File: src/rtl/store_merge_if.sv
`default_nettype none
// ---------------------------------------------------------------------------
// Module   : store_merge_if
// Brief    : Store request handshake and word-memory bus for store_merge_unit.
// Revision : 1.0
// ---------------------------------------------------------------------------
interface store_merge_if #(
  parameter int ADDR_W = 32
) ();
  logic              st_valid;
  logic              st_ready;
  logic [2:0]        funct3;
  logic [ADDR_W-1:0] addr;
  logic [31:0]       store_data;
  logic [ADDR_W-1:0] mem_addr;
  logic              mem_re;
  logic [31:0]       mem_rdata;
  logic              mem_we;
  logic [31:0]       mem_wdata;
  logic              done;
  logic              fault;

  // Requester side; it also returns read data from the memory
  modport master (
    output st_valid, funct3, addr, store_data, mem_rdata,
    input  st_ready, mem_addr, mem_re, mem_we, mem_wdata, done, fault
  );

  modport slave (
    input  st_valid, funct3, addr, store_data, mem_rdata,
    output st_ready, mem_addr, mem_re, mem_we, mem_wdata, done, fault
  );
endinterface
`default_nettype wire

File: src/rtl/store_merge_unit.sv
`default_nettype none
// ---------------------------------------------------------------------------
// Module   : store_merge_unit
// Brief    : Turns SB/SH/SW stores into word writes, read-modify-write for
//            sub-word stores; misaligned or unknown stores raise a fault.
// Revision : 1.0
// ---------------------------------------------------------------------------
module store_merge_unit #(
  parameter int ADDR_W = 32
) (
  input  logic         clk,
  input  logic         rst,
  store_merge_if.slave bus
);

  localparam logic [2:0] c_F3_SB = 3'b000;
  localparam logic [2:0] c_F3_SH = 3'b001;
  localparam logic [2:0] c_F3_SW = 3'b010;

  typedef enum logic [2:0] {
    S_IDLE  = 3'd0,
    S_READ  = 3'd1,
    S_MERGE = 3'd2,
    S_WRITE = 3'd3,
    S_ERR   = 3'd4
  } state_t;

  state_t            r_state;
  logic [2:0]        r_funct3;
  logic [ADDR_W-1:0] r_addr;
  logic [31:0]       r_data;
  logic [31:0]       r_wdata;
  logic              r_re;
  logic              r_we;
  logic              r_done;
  logic              r_fault;

  logic              w_sw_ok;
  logic              w_rmw;
  logic [31:0]       w_merged;

  // Classification of the request presented this cycle (used only on accept)
  always_comb begin
    w_sw_ok = (bus.funct3 == c_F3_SW) && (bus.addr[1:0] == 2'b00);
    w_rmw   = (bus.funct3 == c_F3_SB) ||
              ((bus.funct3 == c_F3_SH) && !bus.addr[0]);
  end

  always_comb begin
    w_merged = bus.mem_rdata;
    case (r_funct3)
      c_F3_SB: begin
        case (r_addr[1:0])
          2'd0: w_merged[7:0]   = r_data[7:0];
          2'd1: w_merged[15:8]  = r_data[7:0];
          2'd2: w_merged[23:16] = r_data[7:0];
          2'd3: w_merged[31:24] = r_data[7:0];
        endcase
      end
      c_F3_SH: begin
        if (r_addr[1]) begin
          w_merged[31:16] = r_data[15:0];
        end else begin
          w_merged[15:0] = r_data[15:0];
        end
      end
      c_F3_SW: w_merged = r_data;
      default: ;
    endcase
  end

  always_ff @(posedge clk or negedge rst) begin
    if (!rst) begin
      r_state  <= S_IDLE;
      r_funct3 <= 3'b000;
      r_addr   <= '0;
      r_data   <= 32'h0;
      r_wdata  <= 32'h0;
      r_re     <= 1'b0;
      r_we     <= 1'b0;
      r_done   <= 1'b0;
      r_fault  <= 1'b0;
    end else begin
      case (r_state)
        S_IDLE: begin
          if (bus.st_valid) begin
            r_funct3 <= bus.funct3;
            r_addr   <= bus.addr;
            r_data   <= bus.store_data;
            if (w_sw_ok) begin
              r_state <= S_WRITE;
              r_wdata <= bus.store_data;
              r_we    <= 1'b1;
              r_done  <= 1'b1;
            end else if (w_rmw) begin
              r_state <= S_READ;
              r_re    <= 1'b1;
            end else begin
              r_state <= S_ERR;
              r_fault <= 1'b1;
            end
          end
        end
        S_READ: begin
          r_re    <= 1'b0;
          r_state <= S_MERGE;
        end
        // Read data arrives this cycle; the merged word goes straight to the write register
        S_MERGE: begin
          r_wdata <= w_merged;
          r_we    <= 1'b1;
          r_done  <= 1'b1;
          r_state <= S_WRITE;
        end
        S_WRITE: begin
          r_we    <= 1'b0;
          r_done  <= 1'b0;
          r_state <= S_IDLE;
        end
        S_ERR: begin
          r_fault <= 1'b0;
          r_state <= S_IDLE;
        end
        default: begin
          r_re    <= 1'b0;
          r_we    <= 1'b0;
          r_done  <= 1'b0;
          r_fault <= 1'b0;
          r_state <= S_IDLE;
        end
      endcase
    end
  end

  assign bus.st_ready  = (r_state == S_IDLE);
  assign bus.mem_addr  = {r_addr[ADDR_W-1:2], 2'b00};
  assign bus.mem_re    = r_re;
  assign bus.mem_we    = r_we;
  assign bus.mem_wdata = r_wdata;
  assign bus.done      = r_done;
  assign bus.fault     = r_fault;

endmodule
`default_nettype wire

File: src/flat_wrapper.sv
// flat-port wrapper written by rule: the top's interface ports become plain ports
module store_merge_unit_flat 
#(
  parameter int ADDR_W = 32
)
  (clk, rst, bus_st_valid, bus_funct3, bus_addr, bus_store_data, bus_mem_rdata, bus_st_ready, bus_mem_addr, bus_mem_re, bus_mem_we, bus_mem_wdata, bus_done, bus_fault);
  store_merge_if #(.ADDR_W(ADDR_W)) bus_i ();
  input  logic clk;
  input  logic rst;
  input wire logic [$bits(bus_i.st_valid)-1:0] bus_st_valid;
  input wire logic [$bits(bus_i.funct3)-1:0] bus_funct3;
  input wire logic [$bits(bus_i.addr)-1:0] bus_addr;
  input wire logic [$bits(bus_i.store_data)-1:0] bus_store_data;
  input wire logic [$bits(bus_i.mem_rdata)-1:0] bus_mem_rdata;
  output wire logic [$bits(bus_i.st_ready)-1:0] bus_st_ready;
  output wire logic [$bits(bus_i.mem_addr)-1:0] bus_mem_addr;
  output wire logic [$bits(bus_i.mem_re)-1:0] bus_mem_re;
  output wire logic [$bits(bus_i.mem_we)-1:0] bus_mem_we;
  output wire logic [$bits(bus_i.mem_wdata)-1:0] bus_mem_wdata;
  output wire logic [$bits(bus_i.done)-1:0] bus_done;
  output wire logic [$bits(bus_i.fault)-1:0] bus_fault;
  assign bus_i.st_valid = bus_st_valid;
  assign bus_i.funct3 = bus_funct3;
  assign bus_i.addr = bus_addr;
  assign bus_i.store_data = bus_store_data;
  assign bus_i.mem_rdata = bus_mem_rdata;
  assign bus_st_ready = bus_i.st_ready;
  assign bus_mem_addr = bus_i.mem_addr;
  assign bus_mem_re = bus_i.mem_re;
  assign bus_mem_we = bus_i.mem_we;
  assign bus_mem_wdata = bus_i.mem_wdata;
  assign bus_done = bus_i.done;
  assign bus_fault = bus_i.fault;
  store_merge_unit #(.ADDR_W(ADDR_W)) u_core (.clk(clk), .rst(rst), .bus(bus_i));
endmodule
File: config.mk
export PLATFORM = sky130hd
export DESIGN_NAME = store_merge_unit_flat
export DESIGN_NICKNAME = d
export VERILOG_FILES = /design/src/rtl/store_merge_if.sv /design/src/rtl/store_merge_unit.sv /design/src/flat_wrapper.sv
export SDC_FILE = /design/constraint.sdc
export NUM_CORES = 1
export LEC_CHECK = 0
export ABC_AREA = 1
export CAP_MARGIN = 20
export CELL_PAD_IN_SITES_DETAIL_PLACEMENT = 1
export CELL_PAD_IN_SITES_GLOBAL_PLACEMENT = 1
export CORE_MARGIN = 2
export CORE_UTILIZATION = 35
export CTS_CLUSTER_DIAMETER = 100
export DETAILED_ROUTE_END_ITERATION = 6
export PLACE_DENSITY_LB_ADDON = 0.1
export SYNTH_ARGS = -nofsm -noshare
export SYNTH_HDL_FRONTEND = slang
export SYNTH_SLANG_ARGS = --single-unit
File: constraint.sdc
create_clock -name clk -period 1.8 [get_ports clk]
set_input_delay 0.27 -clock clk [delete_from_list [all_inputs] [get_ports clk]]
set_output_delay 0.27 -clock clk [all_outputs]
set_load 0.005 [all_outputs]
==> key figures <==
Run status
  • Status: finished, violations left
  • Failing checks: hold timing

Critical path
  • Crit path kind: reg -> reg
  • Reg2reg path depth: 7
  • Critical path startpoint: u_core.r_state[0]$_DFFE_PN0N_
  • Crit path max fanout: 28
  • Crit. End Element: flip-flop
  • Startpoint types: flip-flop
  • Critical Path RT: 2.04 ns
  • Crit path DAT: 1.95 ns
  • Worst r2r src: u_core.r_state[0]$_DFFE_PN0N_

Route
  • Vias/cell: 4.86
  • Wire per inst: 17.0 um
  • Starting DRT DRC Count: 256
  • DRT Pass-1 Iters: 4
  • Final WL: 19300 um
  • Vias: 5521
  • DRC Markers: 0
  • Post-route ant nets: 0

STA
  • Skew final: 0.00797 ns
  • Max Clk Rate: 0.586 GHz
  • Slew @ Worst Pin: 0.580 ns
  • Post-route setup slack: 0.0947 ns
  • Min Tclk post-route: 1.71 ns
  • Min Hold Slack: -0.0198 ns
  • Relative slew margins: 0.613
  • Tcrit/Tclk final: 0.947
  • Fin. Hold Viols: 11
  • Max Transition Viols Final: 0
  • Unrepaired setup endpoints after global routing: yes
  • Final number of setup-violating endpoints: 0

Power
  • Power Dens Cells: 1760 mW/mm^2
  • Pleak: 3.85 nW
  • Worst ir drop on vdd: 672 uV

Clock network
  • CTS Buf Count: 9
  • Register clock-pin slew on the reported worst setup and hold paths: 0.08 ns
  • Clk buf depth: 2
  • H-Tree Depth: 3
  • CTS Root Cell: clkbuf_16
  • Clk sinks: 105
  • Worst-Skew Late Latency: 0.35 ns
  • TritonCTS clock tree: built
  • CTS Hold Bufs: 0

Die
  • I/O pin count: 171
  • Site Rows: 48
  • Die Wd: 136 um
  • Core Footprint: 0.0172 sq mm
  • Die area: 0.0185 sq mm
  • Die height: 136 um
  • Initial Util: 0.355

Yosys
  • Avg Cell Area, Syn: 7.99 sq um
  • Number of flops mapped to enable cells by yosys: 0
  • Area share of the largest cell type after synthesis: 0.431
  • Prevailing post-synth register cell: dfrtp_1
  • Post-synthesis cell area: 0.00609 sq mm
  • Top cells by area, synth: dfrtp_1, nand2_1, nor2_1
  • Synth warnings: 0
  • Ys async rst share: 1.00
  • Top cell type by total area after synthesis: dfrtp_1
  • Register area share after synthesis: 0.431
  • Top-count cell post-synth: nand2_1
  • Cells after Synth: 763
  • Netlist cell types: 30
  • FF+latch count, synth: 105
  • Synth cell count leaders: nand2_1, nor2_1, dfrtp_1, nand3_1, inv_1

Final layout
  • Final #Nets: 1008
  • Layout cells sized above 1: 0.131
  • Area grow syn2layout: 34.9%
  • Finished Core Util: 0.479
  • Antenna Cells: 0

Place
  • GP Congestion: 0.853
  • # port buffers: 168
  • HPWL after detailed placement: 14500 um
  • Setup WS pre-CTS: 0.0519 ns

Worst hold path
  • Min-Delay Path Class: in -> async

Job
  • Max-cap viol count: 0

GRT
  • Gr ovfl total: 0
  • GRT Overall Usage: 0.214
  • Largest net degree at the start of global routing: 106
  • Initial antenna violation count: 0
  • Vias in the first global route: 6016
  • First-pass GRT wire length: 31000 um
-- worst max-delay path, cell delays in order, from the launching register on --
cell	delay (ns)
dfrtp_1	0.39
inv_2	0.07
nand2_4	0.13
nor2_8	0.06
buf_4	0.17
nand2_4	0.14
buf_12	0.25
mux2_2	0.37
-- final cells by class --
type	instances	area, sq um
fillers	2079	8950
multi-input cells	536	2810
flip-flops and latches	105	2630
repair buffers	196	1960
well taps	225	282
clock buffers	9	225
inverters	58	223
clock inverters	7	88.8
-- registers in the layout, indices dropped and copies added (netlist names) --
register	count
u_core.bus.mem_wdata	32
u_core.r_addr	32
u_core.r_data	32
u_core.r_funct3	3
u_core.r_state	3
u_core.bus.fault	1
u_core.bus.mem_re	1
u_core.bus.mem_we	1
-- layout by cell type, fill, tap and decap left out, types with 2 or more instances in the layout --
cell             count
clkbuf_16            9
inv_2                6
inv_6                2
clkdlybuf4s50_1    166
inv_4                2
nand3_1             67
dfrtp_1            104
nor2_1             119
o211ai_1            10
a21oi_1             35
nand2_4              3
mux2_4              27
nand3b_1             4
nand2_1            202
nor3_1              13
buf_12               6
nand2_2              4
nor2_8               2
inv_1               50
nor2_4               2
o21ai_0             16
mux2_2              24
conb_1               2
buf_4               23
-- stage by stage --
step	total power [W]	std cells	hold slack, ns	TNS (ns)	instance area (sq um)
after global routing	0.0156	1136	0.0268	-0.00262	8220
after CTS	0.0147	1136	0.0159	0	8220
after detailed placement	0.0124	1116	0.398	0	7870
after floorplan	0.00933	764	-0.0256	0	6100
after global placement	0.0121	1116	0.388	0	7870
final	0.0145	1136	-0.0198	0	8220
-- cells by family (layout without fill, tap and decap cells) --
group / after synthesis / in the layout / synth area share
AND/OR/NAND/NOR: 419 / 419 / 0.291
buffers and inverters: 123 / 270 / 0.109
flip-flops: 105 / 105 / 0.431
AO/OA/AOI/OAI: 64 / 64 / 0.0575
multiplexers: 51 / 51 / 0.111
other: 1 / 2 / 0.000615
-- timing repair --
action,4_1_cts,5_1_grt
setup endpoints to repair,1,8
resized for setup,1,4
pin swaps,1,0
buffers inserted,4,0
-- power by group --
group | switching, W | internal (W) | total [W] | leakage (nW)
Clock | 0.000990 | 0.00111 | 0.00210 | 0.155
Sequential | 0.000979 | 0.00356 | 0.00454 | 1.24
Combinational | 0.00396 | 0.00389 | 0.00785 | 2.45
-- final timing paths --
kind	endpoint	slack [ns]
max in group asynchronous	u_core.r_funct3[0]$_DFFE_PN0P_	1.36
max	u_core.r_addr[30]$_DFFE_PN0P_	0.09
min in group clk	u_core.bus.mem_wdata[24]$_DFFE_PN0P_	0.48
min	u_core.r_data[6]$_DFFE_PN0P_	-0.02
min reg2reg	u_core.bus.mem_wdata[24]$_DFFE_PN0P_	0.48
max reg2reg	u_core.r_addr[30]$_DFFE_PN0P_	0.09
-- routing by layer --
metal	part of all wire	routed length [um]	track usage
met5	0	0	0
met4	0.010	201	0.0579
met3	0.041	785	0.0265
met2	0.49	9410	0.367
met1	0.46	8860	0.285
(Power assumes the default switching activity.)
==> edit, RTL diff (config.mk and constraints unchanged) <==
`ADDR_W` is set to 32 in 3 places; all go to 16.
--- a/src/rtl/store_merge_if.sv
+++ b/src/rtl/store_merge_if.sv
@@ -5,7 +5,7 @@
 // Revision : 1.0
 // ---------------------------------------------------------------------------
 interface store_merge_if #(
-  parameter int ADDR_W = 32
+  parameter int ADDR_W = 16
 ) ();
   logic              st_valid;
   logic              st_ready;
--- a/src/rtl/store_merge_unit.sv
+++ b/src/rtl/store_merge_unit.sv
@@ -6,7 +6,7 @@
 // Revision : 1.0
 // ---------------------------------------------------------------------------
 module store_merge_unit #(
-  parameter int ADDR_W = 32
+  parameter int ADDR_W = 16
 ) (
   input  logic         clk,
   input  logic         rst,
--- a/src/flat_wrapper.sv
+++ b/src/flat_wrapper.sv
@@ -1,7 +1,7 @@
 // flat-port wrapper written by rule: the top's interface ports become plain ports
 module store_merge_unit_flat 
 #(
-  parameter int ADDR_W = 32
+  parameter int ADDR_W = 16
 )
   (clk, rst, bus_st_valid, bus_funct3, bus_addr, bus_store_data, bus_mem_rdata, bus_st_ready, bus_mem_addr, bus_mem_re, bus_mem_we, bus_mem_wdata, bus_done, bus_fault);
   store_merge_if #(.ADDR_W(ADDR_W)) bus_i ();
Interface: changed (resized bus_addr and bus_mem_addr); port bits go from 171 to 139. No check against the original RTL was run, so the function may have changed too.
==> edit against the original RTL <==
  * Worst setup slack gained 73 ps
  * Sequential cell count is 16 lower
  * First-iteration DRC count decreased by 18%
  * Cell count shrank 8.8%
  * Power down 15%
  * Wire length fell by 7.8%
  * Synthesized area decreased by 13%
  * Design area decreased by 14%
  * Largest power group unchanged
==> edit: results (changes against the original RTL) <==
outcome: "completed"
finClkSkew_ps: 8.35  # +0.378 ps
yosysSeqAreaShare: 0.420  # -0.0111
synth.area.top_cells: "dfrtp_1, nand2_1, nor2_1"
fin_nets: 933  # -7.4%
antenna_found_initial: 0  # unchanged
cp_max_fo: 31  # +11%
drt_iter0_drc: 210  # -18%
avgSynthCellArea_sq_um: 7.31  # -8.4%
rr_worst_depth: 9  # +2
grt_pass1_vias: 5599  # -6.9%
crit_arrival_ps: 1880  # -70 ps
cpPeakStageDelay_ps: 390  # about the same
place.gp.congestion: 0.849  # -0.46%
critPathTopFamily: "simple AND/OR/NAND/NOR gates"
drive_gt1_frac: 0.109  # -0.0215
fillCellCount: 1805  # -13%
dp_slack_ps: -64.4  # -116 ps
vdd_drop_max_v: 0.000946  # +41%
dp_hpwl_um: 13300  # -8.0%
drt_wl_total_um: 17800  # -7.8%
placed_area_sq_mm: 0.00679  # -14%
grt_pass1_wl_um: 28800  # -7.0%
grt_usage: 0.223  # +0.00953
placedCellCount: 1018  # -8.8%
vias: 5234  # -5.2%
io_buffers: 136  # -19%
yosys-top-cells-count: "nand2_1, nor2_1, dfrtp_1"
instances_no_fill: 1036  # -8.8%
grt_start_max_net_pins: 43  # -59%
leakagePower_nw: 3.30  # -14%
yosysUniqueCellTypes: 26  # -13%
edit: cell families after synthesis:
family	count (synthesis)	synth area share
multiplexers	35	0.0743
flip-flops	89	0.420
buffers and inverters	106	0.100
AND/OR/NAND/NOR	432	0.342
AO/OA/AOI/OAI	62	0.0625
other	1	0.000707
edit: power breakdown:
part	internal, mW	switching, mW
sequential	3.01	0.837
clock	0.949	0.890
combinational	2.99	3.67
total	6.95	5.40
edit: routing by layer:
layer / global-route usage / routed length [um]
met2: 0.380 / 8630
met4: 0.0718 / 299
met1: 0.296 / 8130
met5: 0 / 0
met3: 0.0310 / 698
edit: area by class of cell:
type,instances,area [sq um],area share
clock buffers,9,225,0.0318
clock inverters,7,53.8,0.00759
inverters,57,216,0.0305
multi-input cells,531,2550,0.359
flip-flops and latches,89,2230,0.314
well taps,184,230,0.0325
repair buffers,159,1590,0.224
edit: repair_timing:
action | in CTS | in global routing
gates resized for setup | 1 | 4
setup endpoints to repair | 1 | 18
hold buffers | 1 | 0
hold endpoints to repair | 29 | 0
buffers inserted | 1 | 0
edit: worst paths after layout:
path                                           from                       end  slack [ps]
max                               u_core.r_state[0]  u_core.bus.mem_wdata[26]         170
min reg2reg                u_core.bus.mem_wdata[17]  u_core.bus.mem_wdata[17]         480
min                                             rst   u_core.bus.mem_wdata[4]         420
max reg2reg                       u_core.r_state[0]  u_core.bus.mem_wdata[26]         170
max in group asynchronous                       rst         u_core.r_data[12]         830
min in group clk           u_core.bus.mem_wdata[17]  u_core.bus.mem_wdata[17]         480
edit: through the flow:
stage	setup TNS, ps	hold slack [ps]	power, mW
finish	0	425	12.3
global route	0	461	13.4
CTS	0	440	12.4
detailed placement	-828	268	10.5
global placement	0	258	10.3
floorplan	0	-25.6	7.88
